$ cat src/rtl/alu_sequencer_if.sv
// ---------------------------------------------------------------------------
// alu_sequencer_if
// Bundles the instruction request and the datapath control strobes of the
// ALU sequencer.
//   start, instr            : instruction source -> sequencer
//   Rin, Rout               : one-hot register write / bus-drive enables
//   ext                     : external data drives the bus
//   Ain, Gin, Gout, ALUcont : ALU A-latch load, G-latch load, G drive, FN
//   busy, done              : sequencer status
// master = instruction source, slave = sequencer.
// ---------------------------------------------------------------------------
interface alu_sequencer_if #(
    parameter int W    = 10,
    parameter int NREG = 4
);
    logic            start;
    logic [W-1:0]    instr;
    logic [NREG-1:0] Rin;
    logic [NREG-1:0] Rout;
    logic            ext;
    logic            Ain;
    logic            Gin;
    logic            Gout;
    logic [3:0]      ALUcont;
    logic            busy;
    logic            done;

    modport master (
        output start, instr,
        input  Rin, Rout, ext, Ain, Gin, Gout, ALUcont, busy, done
    );

    modport slave (
        input  start, instr,
        output Rin, Rout, ext, Ain, Gin, Gout, ALUcont, busy, done
    );
endinterface

$ cat src/rtl/alu_sequencer.sv
// ---------------------------------------------------------------------------
// alu_sequencer
// Control FSM for the 10-bit processor. Latches an instruction on start and
// steps the register file and multi-stage ALU through T1..T3.
//   clk   : system clock, rising edge
//   rst_n : asynchronous active-low reset
//   bus   : alu_sequencer_if.slave (start/instr in, control strobes out)
// Instruction layout: [9:6] op, [5:4] Rx, [3:2] Ry, [1:0] ignored.
// op 0000 LOAD and 0001 COPY finish in T1; every other op is a 3-step ALU op.
// ---------------------------------------------------------------------------
module alu_sequencer #(
    parameter int W    = 10,
    parameter int NREG = 4
) (
    input  logic           clk,
    input  logic           rst_n,
    alu_sequencer_if.slave bus
);
    localparam int RW = $clog2(NREG);

    typedef enum logic [1:0] {IDLE, T1, T2, T3} state_t;

    state_t          state_q, state_d;
    logic [W-1:0]    ir_q, ir_d;

    logic [3:0]      op;
    logic [RW-1:0]   rx;
    logic [RW-1:0]   ry;
    logic [NREG-1:0] rx_oh;
    logic [NREG-1:0] ry_oh;
    logic            is_load;
    logic            is_copy;
    logic            final_step;
    logic            accept;
    logic            ir_unused;

    assign op        = ir_q[W-1:W-4];
    assign rx        = ir_q[W-5:W-6];
    assign ry        = ir_q[W-7:W-8];
    assign ir_unused = ^ir_q[1:0];

    assign is_load = (op == 4'b0000);
    assign is_copy = (op == 4'b0001);

    generate
        for (genvar gi = 0; gi < NREG; gi++) begin : g_dec
            assign rx_oh[gi] = (rx == RW'(gi));
            assign ry_oh[gi] = (ry == RW'(gi));
        end
    endgenerate

    // The last step of an instruction may accept the next one, which gives
    // back-to-back execution with no IDLE cycle in between.
    assign final_step = ((state_q == T1) && (is_load || is_copy)) || (state_q == T3);
    assign accept     = bus.start && ((state_q == IDLE) || final_step);

    always_ff @(posedge clk or negedge rst_n) begin
        if (!rst_n) begin
            state_q <= IDLE;
            ir_q    <= '0;
        end else begin
            state_q <= state_d;
            ir_q    <= ir_d;
        end
    end

    always_comb begin
        state_d = state_q;
        ir_d    = ir_q;
        if (accept) begin
            state_d = T1;
            ir_d    = bus.instr;
        end else begin
            unique case (state_q)
                IDLE:    state_d = IDLE;
                T1:      state_d = (is_load || is_copy) ? IDLE : T2;
                T2:      state_d = T3;
                T3:      state_d = IDLE;
                default: state_d = IDLE;
            endcase
        end
    end

    // Outputs depend only on (state, IR); IDLE leaves every strobe low, so an
    // asynchronous reset clears them immediately.
    always_comb begin
        bus.Rin     = '0;
        bus.Rout    = '0;
        bus.ext     = 1'b0;
        bus.Ain     = 1'b0;
        bus.Gin     = 1'b0;
        bus.Gout    = 1'b0;
        bus.ALUcont = 4'b0000;
        bus.busy    = (state_q != IDLE);
        bus.done    = 1'b0;
        unique case (state_q)
            IDLE: ;
            T1: begin
                if (is_load) begin
                    bus.ext  = 1'b1;
                    bus.Rin  = rx_oh;
                    bus.done = 1'b1;
                end else if (is_copy) begin
                    bus.Rout = ry_oh;
                    bus.Rin  = rx_oh;
                    bus.done = 1'b1;
                end else begin
                    bus.Rout = rx_oh;
                    bus.Ain  = 1'b1;
                end
            end
            T2: begin
                bus.Rout    = ry_oh;
                bus.Gin     = 1'b1;
                bus.ALUcont = op;
            end
            T3: begin
                bus.Gout = 1'b1;
                bus.Rin  = rx_oh;
                bus.done = 1'b1;
            end
            default: ;
        endcase
    end
endmodule
$ cat src/flat_wrapper.sv
// flat-port wrapper written by rule: the top's interface ports become plain ports
module alu_sequencer_flat 
#(
    parameter int W    = 10,
    parameter int NREG = 4
)
  (clk, rst_n, bus_start, bus_instr, bus_Rin, bus_Rout, bus_ext, bus_Ain, bus_Gin, bus_Gout, bus_ALUcont, bus_busy, bus_done);
  alu_sequencer_if #(.W(W), .NREG(NREG)) bus_i ();
  input  logic clk;
  input  logic rst_n;
  input wire logic [$bits(bus_i.start)-1:0] bus_start;
  input wire logic [$bits(bus_i.instr)-1:0] bus_instr;
  output wire logic [$bits(bus_i.Rin)-1:0] bus_Rin;
  output wire logic [$bits(bus_i.Rout)-1:0] bus_Rout;
  output wire logic [$bits(bus_i.ext)-1:0] bus_ext;
  output wire logic [$bits(bus_i.Ain)-1:0] bus_Ain;
  output wire logic [$bits(bus_i.Gin)-1:0] bus_Gin;
  output wire logic [$bits(bus_i.Gout)-1:0] bus_Gout;
  output wire logic [$bits(bus_i.ALUcont)-1:0] bus_ALUcont;
  output wire logic [$bits(bus_i.busy)-1:0] bus_busy;
  output wire logic [$bits(bus_i.done)-1:0] bus_done;
  assign bus_i.start = bus_start;
  assign bus_i.instr = bus_instr;
  assign bus_Rin = bus_i.Rin;
  assign bus_Rout = bus_i.Rout;
  assign bus_ext = bus_i.ext;
  assign bus_Ain = bus_i.Ain;
  assign bus_Gin = bus_i.Gin;
  assign bus_Gout = bus_i.Gout;
  assign bus_ALUcont = bus_i.ALUcont;
  assign bus_busy = bus_i.busy;
  assign bus_done = bus_i.done;
  alu_sequencer #(.W(W), .NREG(NREG)) u_core (.clk(clk), .rst_n(rst_n), .bus(bus_i));
endmodule
$ cat config.mk
export PLATFORM = sky130hd
export DESIGN_NAME = alu_sequencer_flat
export DESIGN_NICKNAME = d
export VERILOG_FILES = /design/src/rtl/alu_sequencer_if.sv /design/src/rtl/alu_sequencer.sv /design/src/flat_wrapper.sv
export SDC_FILE = /design/constraint.sdc
export NUM_CORES = 1
export LEC_CHECK = 0
export CORE_ASPECT_RATIO = 1.1
export CORE_MARGIN = 8
export CORE_UTILIZATION = 30
export DETAILED_ROUTE_END_ITERATION = 6
export PLACE_DENSITY = 0.57
export SYNTH_ARGS = -nofsm -noshare
export SYNTH_HDL_FRONTEND = slang
export SYNTH_SLANG_ARGS = --single-unit
$ cat constraint.sdc
create_clock -name clk -period 2.2 [get_ports clk]
set_input_delay 0.55 -clock clk [delete_from_list [all_inputs] [get_ports clk]]
set_output_delay 0.55 -clock clk [all_outputs]
set_load 0.01 [all_outputs]
==> run summary <==
status - finished, violations left
violated checks - setup timing
Syn-to-layout area delta - 74.4%
Critical Path, Cell by Cell - o41ai_4, buf_4, a21oi_1, o221a_2, buf_6
Critical R2R Capture - u_core.ir_q[5]
first-pass GRT wire length - 3510 um
most common cell after layout, fill and taps aside - buf_4
n_diodes - 0
Setup Skew - 0.00437 ns
Place WS - -0.126 ns
initial antenna violation count - 0
Max Cap Viol - 0
Area after DPL - 0.00115 mm^2
clk root buf - clkbuf_4
Via Count - 731
CP bufs+invs - 2
DRC viols - 0
leakage power - 0.000580 uW
port buffer count - 28
largest stage delay on the critical path - 0.44 ns
fraction of layout instances using a drive strength above 1 - 50.8%
hpwl dp - 1560 um
WL final - 2090 um
pin count of the biggest net entering global routing - 11
clk_lat worst skew - 0.26 ns
Initial Utilization - 31.8%
Placer Congestion - 0.809
fin crit share - 101%
CP Capture Type - primary output
Setup Viol. Count Final - 2
PnR worst setup slack - -0.0325 ns
WP data arrival - 1.68 ns
unrepaired setup endpoints after global routing - yes
H-tree levels - 1
slowest stage cell, crit path - dfrtp_2
Crit path required time - 1.65 ns
Final Hold Viols - 0
clock buffer depth - 2
Synth cell types - 27
critical path type - reg2out
Setup crit start kind - flop
peak supply drop - 669 uV
Seq/Total Area, Yosys - 34.6%
Die Wd - 62.8 um
synthesized flop and latch total - 10
cell row count - 18
Top Family by Delay on Critical Path - compound AO/OA/AOI/OAI gates
Syn Nets - 92
origin of the critical flop-to-flop path - u_core.state_q[0]
Wirelength per Cell - 13.7 um
Num CTS Buffers - 3
Via density - 4.81
most frequent cells in the layout - buf_4, clkdlybuf4s50_1, mux2_2
Slew HR - 67.4%
Final TNS setup - -0.0372 ns
worst-margin pin slew - 0.487 ns
final core occ - 55.4%
Post-Syn Instances - 74
Sink Count - 10
number of DRC markers in iteration 0 - 19
gr usage total - 10.3%
drt first pass iters - 4
Die ar. - 0.00424 mm^2
die extent in y - 67.5 um
CTS tree - built
final worst path period need - 2.23 ns
Cell Pwr Density - 1370 mW/mm^2
total core area - 0.00227 mm^2
R2R setup slack - 0.31 ns
CTS clk-pin slew, worst paths - 0.07 ns
fmax - 0.448 GHz
number of top-level pins - 31
PnR Total Power - 1730 uW
vias in the first global route - 761
CP max FO - 3
Post-Syn Area - 723 um^2
final instance area - 0.00126 mm^2
Slew Limit Fails - 0
Avg Inst Size Synth - 9.77 um^2
Reg2Reg Depth - 7
Yosys warnings - 0
worst min-delay path class - in2async
GR Overflow Total - 0
Final nets - 142
post-route ant nets - 0
-- stage by stage --
step,hold slack [ns],cells
after floorplan,0.254,74
after global placement,0.633,146
after detailed placement,0.637,146
after CTS,0.626,150
after global routing,0.636,152
final,0.616,152
-- synthesized netlist by cell type (all sizes together) --
cell,n,area share (%)
a21oi,3,2.1
a31oi,2,1.7
and2,5,4.5
and3,2,1.7
clkbuf,2,1.0
dfrtp,10,35
ha,5,8.7
inv,5,2.6
mux2,8,12
nand2,7,3.6
nand2b,2,1.7
nand3,1,0.69
nand4,1,0.87
nor2,5,2.6
nor2b,2,1.7
nor3,2,1.4
nor3b,3,3.1
nor4b,1,3.3
o211a,1,1.4
o21a,1,1.0
o221a,2,3.1
o31ai,1,2.9
o41ai,1,1.2
or2b,1,1.0
or3,1,0.87
-- cells by family after synthesis --
group | count (synthesis) | synth area share [%]
AOI/OAI and AO/OA | 11 | 13.5
adders and majority gates | 5 | 8.65
buffers and inverters | 7 | 3.63
DFF | 10 | 34.6
muxes | 8 | 12.5
and+or+nand+nor | 33 | 27.2
-- worst max-delay path by stage --
| stage | start | cells after the start | end | slack (ns) |
|---|---|---|---|---|
| final | u_core.ir_q[9] | 5 | bus_Rout[2] | -0.03 |
| after global placement | u_core.state_q[1] | 7 | bus_Rin[3] | -0.12 |
| after global routing | u_core.ir_q[9] | 5 | bus_Rout[2] | -0.08 |
| after CTS | u_core.ir_q[7] | 6 | bus_Rout[2] | -0.09 |
| after detailed placement | u_core.ir_q[9] | 4 | bus_Rout[2] | -0.13 |
| after floorplan | u_core.state_q[1] | 5 | bus_Rin[1] | 0.25 |
-- worst register-to-register path, cell delays in order, from the launching register on --
cell and delay [ns]:
dfrtp_2 0.45, ha_4 0.19, nor4b_4 0.14, buf_4 0.13, buf_4 0.13, o31ai_4 0.15, buf_4 0.22, mux2_2 0.36
-- power breakdown --
group,internal (uW),switching (uW),leakage [uW]
registers,284,151,0.000116
clock network,63.1,60.3,0.0000138
logic,668,508,0.000451
-- final cells by class --
type	instances	area (um^2)
tap	30	37.5
timing repair buffer	47	385
clock buffer	3	22.5
inverter	5	18.8
fill	213	1010
multi-input combinational	57	543
sequential	10	254
-- state kept, by name (all words and copies together) (netlist names) --
name	flops
u_core.state_q	2
u_core.ir_q	8
-- per-layer routing --
| metal | GRT usage [%] | wire length, um |
|---|---|---|
| met1 | 11.7 | 957 |
| met2 | 17.5 | 984 |
| met3 | 2.15 | 100 |
| met4 | 6.84 | 42 |
| met5 | 0 | 0 |
-- repair_timing --
action,in CTS,in global routing
hold buffers,0,0
gates resized for setup,52,22
pin swaps,4,4
setup buffers,1,2
endpoints found under the setup margin,17,11
Power figures use the tool's default switching activity.
